--- config.mk ---
export PLATFORM = sky130hd
export DESIGN_NAME = pwm_multi
export DESIGN_NICKNAME = d
export VERILOG_FILES = /design/src/rtl/pwm_pkg.sv /design/src/rtl/pwm_duty_scale.sv /design/src/rtl/pwm_multi.sv
export SDC_FILE = /design/constraint.sdc
export NUM_CORES = 2
export LEC_CHECK = 0
export BUFFER_PORTS_ARGS = -buffer_cell sky130_fd_sc_hd__buf_2
export CAP_MARGIN = 25
export CORE_UTILIZATION = 35
export DETAILED_ROUTE_END_ITERATION = 8
export GPL_ROUTABILITY_DRIVEN = 1
export SETUP_SLACK_MARGIN = 0.3
export SKIP_LAST_GASP = 1
export SYNTH_ARGS = -nofsm -noshare
export SYNTH_HDL_FRONTEND = slang
export SYNTH_HIERARCHICAL = 1
export SYNTH_SLANG_ARGS = --single-unit
--- constraint.sdc ---
create_clock -name clk_i -period 5.35 [get_ports clk_i]
set_input_delay 0.2675 -clock clk_i [delete_from_list [all_inputs] [get_ports clk_i]]
set_output_delay 0.2675 -clock clk_i [all_outputs]
set_load 0.005 [all_outputs]
--- src/rtl/pwm_pkg.sv ---
// Shared types and constants for the multi-channel PWM block.
// Latency: none (package only); backpressure: none.
package pwm_pkg;

  typedef enum logic {
    PWM_EDGE   = 1'b0,
    PWM_CENTER = 1'b1
  } pwm_mode_e;

  typedef enum logic {
    CNT_UP   = 1'b0,
    CNT_DOWN = 1'b1
  } cnt_dir_e;

  localparam int unsigned PCT_DIV = 100;

endpackage

--- src/rtl/pwm_duty_scale.sv ---
// Scales a duty code onto the period and clamps it to the percent window.
// Latency: combinational; backpressure: none.
module pwm_duty_scale
  import pwm_pkg::*;
#(
  parameter int WIDTH       = 12,
  parameter int DUTY_WIDTH  = 8,
  parameter int MIN_PERCENT = 0,
  parameter int MAX_PERCENT = 100
) (
  input  logic [DUTY_WIDTH-1:0] duty_i,
  input  logic [WIDTH-1:0]      period_i,
  output logic [WIDTH-1:0]      duty_o
);

  // One common width wide enough for both the duty product and the percent product.
  localparam int CW = (DUTY_WIDTH > 7) ? WIDTH + DUTY_WIDTH : WIDTH + 7;
  localparam logic [CW-1:0] FULL = CW'({DUTY_WIDTH{1'b1}});

  logic [CW-1:0] prod;
  logic [CW-1:0] scaled;
  logic [CW-1:0] lo;
  logic [CW-1:0] hi;

  assign prod   = CW'(duty_i) * CW'(period_i);
  assign scaled = prod / FULL;
  assign lo     = (CW'(period_i) * CW'(MIN_PERCENT)) / CW'(PCT_DIV);
  assign hi     = (CW'(period_i) * CW'(MAX_PERCENT)) / CW'(PCT_DIV);

  always_comb begin
    if (scaled < lo) begin
      duty_o = WIDTH'(lo);
    end else if (scaled > hi) begin
      duty_o = WIDTH'(hi);
    end else begin
      duty_o = WIDTH'(scaled);
    end
  end

endmodule

--- src/rtl/pwm_multi.sv ---
// Multi-channel PWM on one shared edge/center counter with period-boundary shadow loads.
// Latency: pwm_o one cycle after counter_o; backpressure: none (free-running).
module pwm_multi
  import pwm_pkg::*;
#(
  parameter int CHANNELS         = 4,
  parameter int WIDTH            = 12,
  parameter int DUTY_WIDTH       = 8,
  parameter int DUTY_MIN_PERCENT = 0,
  parameter int DUTY_MAX_PERCENT = 100
) (
  input  logic                                 clk_i,
  input  logic                                 reset_i,
  input  logic                                 enable_ni,
  input  logic                                 mode_i,
  input  logic [WIDTH-1:0]                     period_i,
  input  logic [CHANNELS-1:0][DUTY_WIDTH-1:0]  duty_i,
  input  logic [CHANNELS-1:0]                  polarity_i,
  output logic [CHANNELS-1:0]                  pwm_o,
  output logic [WIDTH-1:0]                     counter_o,
  output logic                                 period_end_o
);

  logic [WIDTH-1:0]                cnt_q, cnt_d;
  cnt_dir_e                        dir_q, dir_d;
  logic [WIDTH-1:0]                per_q, per_d;
  pwm_mode_e                       mode_q, mode_d;
  logic [CHANNELS-1:0][WIDTH-1:0]  duty_q, duty_d;
  logic [CHANNELS-1:0][WIDTH-1:0]  duty_scaled;
  logic [CHANNELS-1:0]             pwm_q, pwm_d;

  logic             run;
  logic             at_top;
  logic             term;
  logic             load;
  logic [WIDTH-1:0] last;

  for (genvar k = 0; k < CHANNELS; k++) begin : g_ch
    pwm_duty_scale #(
      .WIDTH      (WIDTH),
      .DUTY_WIDTH (DUTY_WIDTH),
      .MIN_PERCENT(DUTY_MIN_PERCENT),
      .MAX_PERCENT(DUTY_MAX_PERCENT)
    ) u_scale (
      .duty_i  (duty_i[k]),
      .period_i(period_i),
      .duty_o  (duty_scaled[k])
    );
  end

  assign run    = !enable_ni && (per_q > WIDTH'(1));
  assign last   = per_q - WIDTH'(1);
  assign at_top = (cnt_q == last);
  // With P=2 in center mode the down leg is empty, so the top itself ends the period.
  assign term   = (mode_q == PWM_EDGE) ? at_top
                : ((cnt_q == WIDTH'(1)) && ((dir_q == CNT_DOWN) || (per_q == WIDTH'(2))));
  assign load   = !run || term;

  always_comb begin
    cnt_d  = cnt_q;
    dir_d  = dir_q;
    per_d  = per_q;
    mode_d = mode_q;
    duty_d = duty_q;
    pwm_d  = polarity_i;

    if (load) begin
      per_d  = period_i;
      mode_d = pwm_mode_e'(mode_i);
      duty_d = duty_scaled;
    end

    // While disabled, park on the terminal value of the shadows being loaded.
    if (enable_ni) begin
      if (period_i < WIDTH'(2)) begin
        cnt_d = '0;
        dir_d = CNT_UP;
      end else if (mode_i) begin
        cnt_d = WIDTH'(1);
        dir_d = CNT_DOWN;
      end else begin
        cnt_d = period_i - WIDTH'(1);
        dir_d = CNT_UP;
      end
    end else if (!run || term || (cnt_q > last)) begin
      cnt_d = '0;
      dir_d = CNT_UP;
    end else if (mode_q == PWM_EDGE) begin
      cnt_d = cnt_q + WIDTH'(1);
    end else if (dir_q == CNT_UP) begin
      if (at_top) begin
        cnt_d = cnt_q - WIDTH'(1);
        dir_d = CNT_DOWN;
      end else begin
        cnt_d = cnt_q + WIDTH'(1);
      end
    end else begin
      cnt_d = cnt_q - WIDTH'(1);
    end

    if (run) begin
      for (int k = 0; k < CHANNELS; k++) begin
        pwm_d[k] = (cnt_q < duty_q[k]) ^ polarity_i[k];
      end
    end
  end

  always_ff @(posedge clk_i or posedge reset_i) begin
    if (reset_i) begin
      cnt_q  <= '0;
      dir_q  <= CNT_UP;
      per_q  <= '0;
      mode_q <= PWM_EDGE;
      duty_q <= '0;
      pwm_q  <= '0;
    end else begin
      cnt_q  <= cnt_d;
      dir_q  <= dir_d;
      per_q  <= per_d;
      mode_q <= mode_d;
      duty_q <= duty_d;
      pwm_q  <= pwm_d;
    end
  end

  assign pwm_o        = pwm_q;
  assign counter_o    = cnt_q;
  assign period_end_o = run && term;

endmodule
==> results.json <==
{
  "antenna_left": 0,
  "die-area_sq_um": 168000,
  "vias_per_cell": 5.65,
  "timing.final.ws_setup_ps": -9360,
  "clk_latency_ps": 380,
  "cts_root_buf": "clkbuf_16",
  "end_kind": "flop",
  "routabilityCongestion": 0.975,
  "max_freq_ghz": 0.0680,
  "cts.sinks": 78,
  "fin_worst_skew_ps": 17.7,
  "whs_ps": 75.2,
  "violations": "DRC, setup timing",
  "layout_common_cells": "buf_4 (3362), nand2_1 (791), inv_1 (560)",
  "outcome": "complete, but fails checks",
  "grt_pass1_vias": 75700,
  "synth-async-reset-ratio_pct": 100,
  "arrival_ps": 14980,
  "path_clk_slew_ps": 70,
  "grt_pass1_wl_um": 380000,
  "hold_depth": 2,
  "rsz0062_at_grt": "yes",
  "drt_wl_total_um": 242000,
  "grt_max_degree": 60,
  "overflow": 0,
  "io_pins": 69,
  "timing_worst_setup_path_type": "input pin to flop",
  "postSynthCellCount": 8063,
  "cpPeakStageDelay_ps": 570,
  "dieHeight_um": 410,
  "synth_area_per_cell_sq_um": 7.24,
  "placementRows": 149,
  "core_area_sq_um": 165000,
  "antenna_found_initial": 13,
  "tightestPinTransition_ps": 1070,
  "syn-cell-area_sq_um": 58300,
  "synth_cell_types": 174,
  "drcViolationCount": 6,
  "final_common_cell": "buf_4",
  "crit_required_ps": 5620,
  "min_period_ps": 14710,
  "die_width_um": 410,
  "relSlewSlack_pct": 28.9,
  "timing.final.crit_share_pct": 275,
  "startpoint_type": "input pin",
  "drt_iter0_markers": 5179,
  "rr_worst_depth": 10,
  "multi_input_area_sq_um": 60800,
  "dp_slack_ps": -10070,
  "synth_seq_cells": 78,
  "vias": 76700,
  "maxSlewViolCount": 0,
  "synth_ff_type": "dfrtp_1",
  "drt-pass1-iter-count": 9,
  "area_delta_synth_final_pct": 65.0,
  "cpMaxStageDelayCell": "or4_4",
  "path_max_fanout": 7,
  "ys_seq_area_share_pct": 3.35,
  "wl_per_cell_um": 17.8,
  "synth-edff-count": 0,
  "finalNetCount": 12200,
  "postLayoutCoreUtil_pct": 58.3,
  "cts_buffers": 9,
  "hold_violations": 0,
  "cts_tree": "done",
  "track_usage_pct": 26.7,
  "io_buffer_count": 68,
  "fillCellCount": 14700,
  "drive_above_1_share_pct": 45.7,
  "htreeDepth": 3,
  "initial_core_util_pct": 35.3,
  "hold_class": "input pin to flop",
  "maxCapViolations": 0,
  "crit_top_cell": "buf_4",
  "dp_hpwl_um": 189000,
  "cts_max_path_buffers": 2,
  "seqCellArea_sq_um": 1950,
  "yosys_warnings": 6,
  "setup_viol": 48,
  "syn_nets": 8842
}
[metal layers]
metal,global-route usage [%],vias to the layer above,wire length (um)
li1,-,36800,-
met1,34.3,37300,104000
met2,46.9,2169,118000
met3,2.97,477,12700
met4,6.75,6,7450
met5,0,-,34
[cell usage after synthesis, types with 37 or more instances]
library cell	instances	area [sq um]
a211o_1	58	508
a211oi_1	106	796
a21boi_0	48	360
a21o_1	119	893
a21oi_1	440	2200
a31oi_1	125	782
and2_1	275	1720
and3_1	101	632
buf_2	53	265
clkbuf_1	182	683
dfrtp_1	78	1950
fa_1	268	5370
ha_1	459	5740
inv_1	593	2230
mux2_2	65	732
mux2i_1	120	1200
nand2_1	814	3060
nand2b_1	66	413
nand3_1	296	1480
nand4_1	126	788
nor2_1	567	2130
nor2b_1	69	432
nor3_1	245	1230
nor4_1	87	544
o2111ai_1	53	464
o211ai_1	146	1100
o21a_1	76	571
o21ai_0	419	2100
o21ai_1	75	375
o21bai_1	37	278
o22ai_1	75	469
o31ai_1	75	563
or2_2	65	407
or3_1	96	601
or4_1	38	285
xnor2_1	358	3140
xor2_1	114	998
[registers in the layout (all words and copies together) (netlist names)]
name,count
per_q,12
counter_o,12
pwm_o,4
duty_q,48
dir_q,1
mode_q,1
[kinds of logic after synthesis]
| group | synth area share (%) |
|---|---|
| AOI/OAI and AO/OA | 32.3 |
| xor gates and xnor gates | 7.70 |
| adders and majority gates | 19.3 |
| buffers and inverters | 6.48 |
| and+or+nand+nor | 27.2 |
| muxes | 3.75 |
| DFF | 3.35 |
[final cells by class]
class / count / share of cell area [%]
clock buffers: 10 / 0.238
multi-input cells: 7077 / 63.2
diodes: 10 / 0.0260
repair buffers: 3598 / 29.1
inverters: 624 / 2.49
well taps: 2189 / 2.85
flip-flops and latches: 78 / 2.03
clock inverters: 6 / 0.0962
[worst paths after layout]
check	start	endpoint	slack, ps
worst min-delay path	polarity_i[2]	pwm_o[2]$_DFF_PP0_	80
min in group asynchronous	reset_i	pwm_o[1]$_DFF_PP0_	400
worst max-delay path	period_i[5]	duty_q[36]$_DFFE_PP0P_	-9360
max in group asynchronous	reset_i	duty_q[7]$_DFFE_PP0P_	3790
worst max register to register	per_q[4]$_DFFE_PP0P_	duty_q[12]$_DFFE_PP0P_	1230
worst min register to register	duty_q[37]$_DFFE_PP0P_	duty_q[37]$_DFFE_PP0P_	520
[critical path, delay by kind of cell]
family          cells  cell delay, ps
simple gates       14            3310
mux                 1             260
buf+inv            24            3060
compound gates     28            6280
fa+ha+maj           5            1410
xor+xnor            2             370
[stage by stage]
step / area, sq um / TNS, ps / cells
final: 96300 / -430920 / 13600
after global routing: 96300 / -454510 / 13600
after CTS: 90700 / -422250 / 13400
after detailed placement: 85800 / -471420 / 13100
after global placement: 85800 / -459150 / 13100
after floorplan: 60700 / -407040 / 8063
[repair_timing]
action                                 CTS  global route
setup buffers                          214           203
cloned                                  10             0
gates resized for setup                594           818
endpoints found under the hold margin   19             0
hold buffers                             1             0
pin swaps                              271           421
setup endpoints to repair               48            48
Power is left out: the tool's default activity adds up to more than one toggle a clock period on the data nets, which glitch-free logic cannot reach.
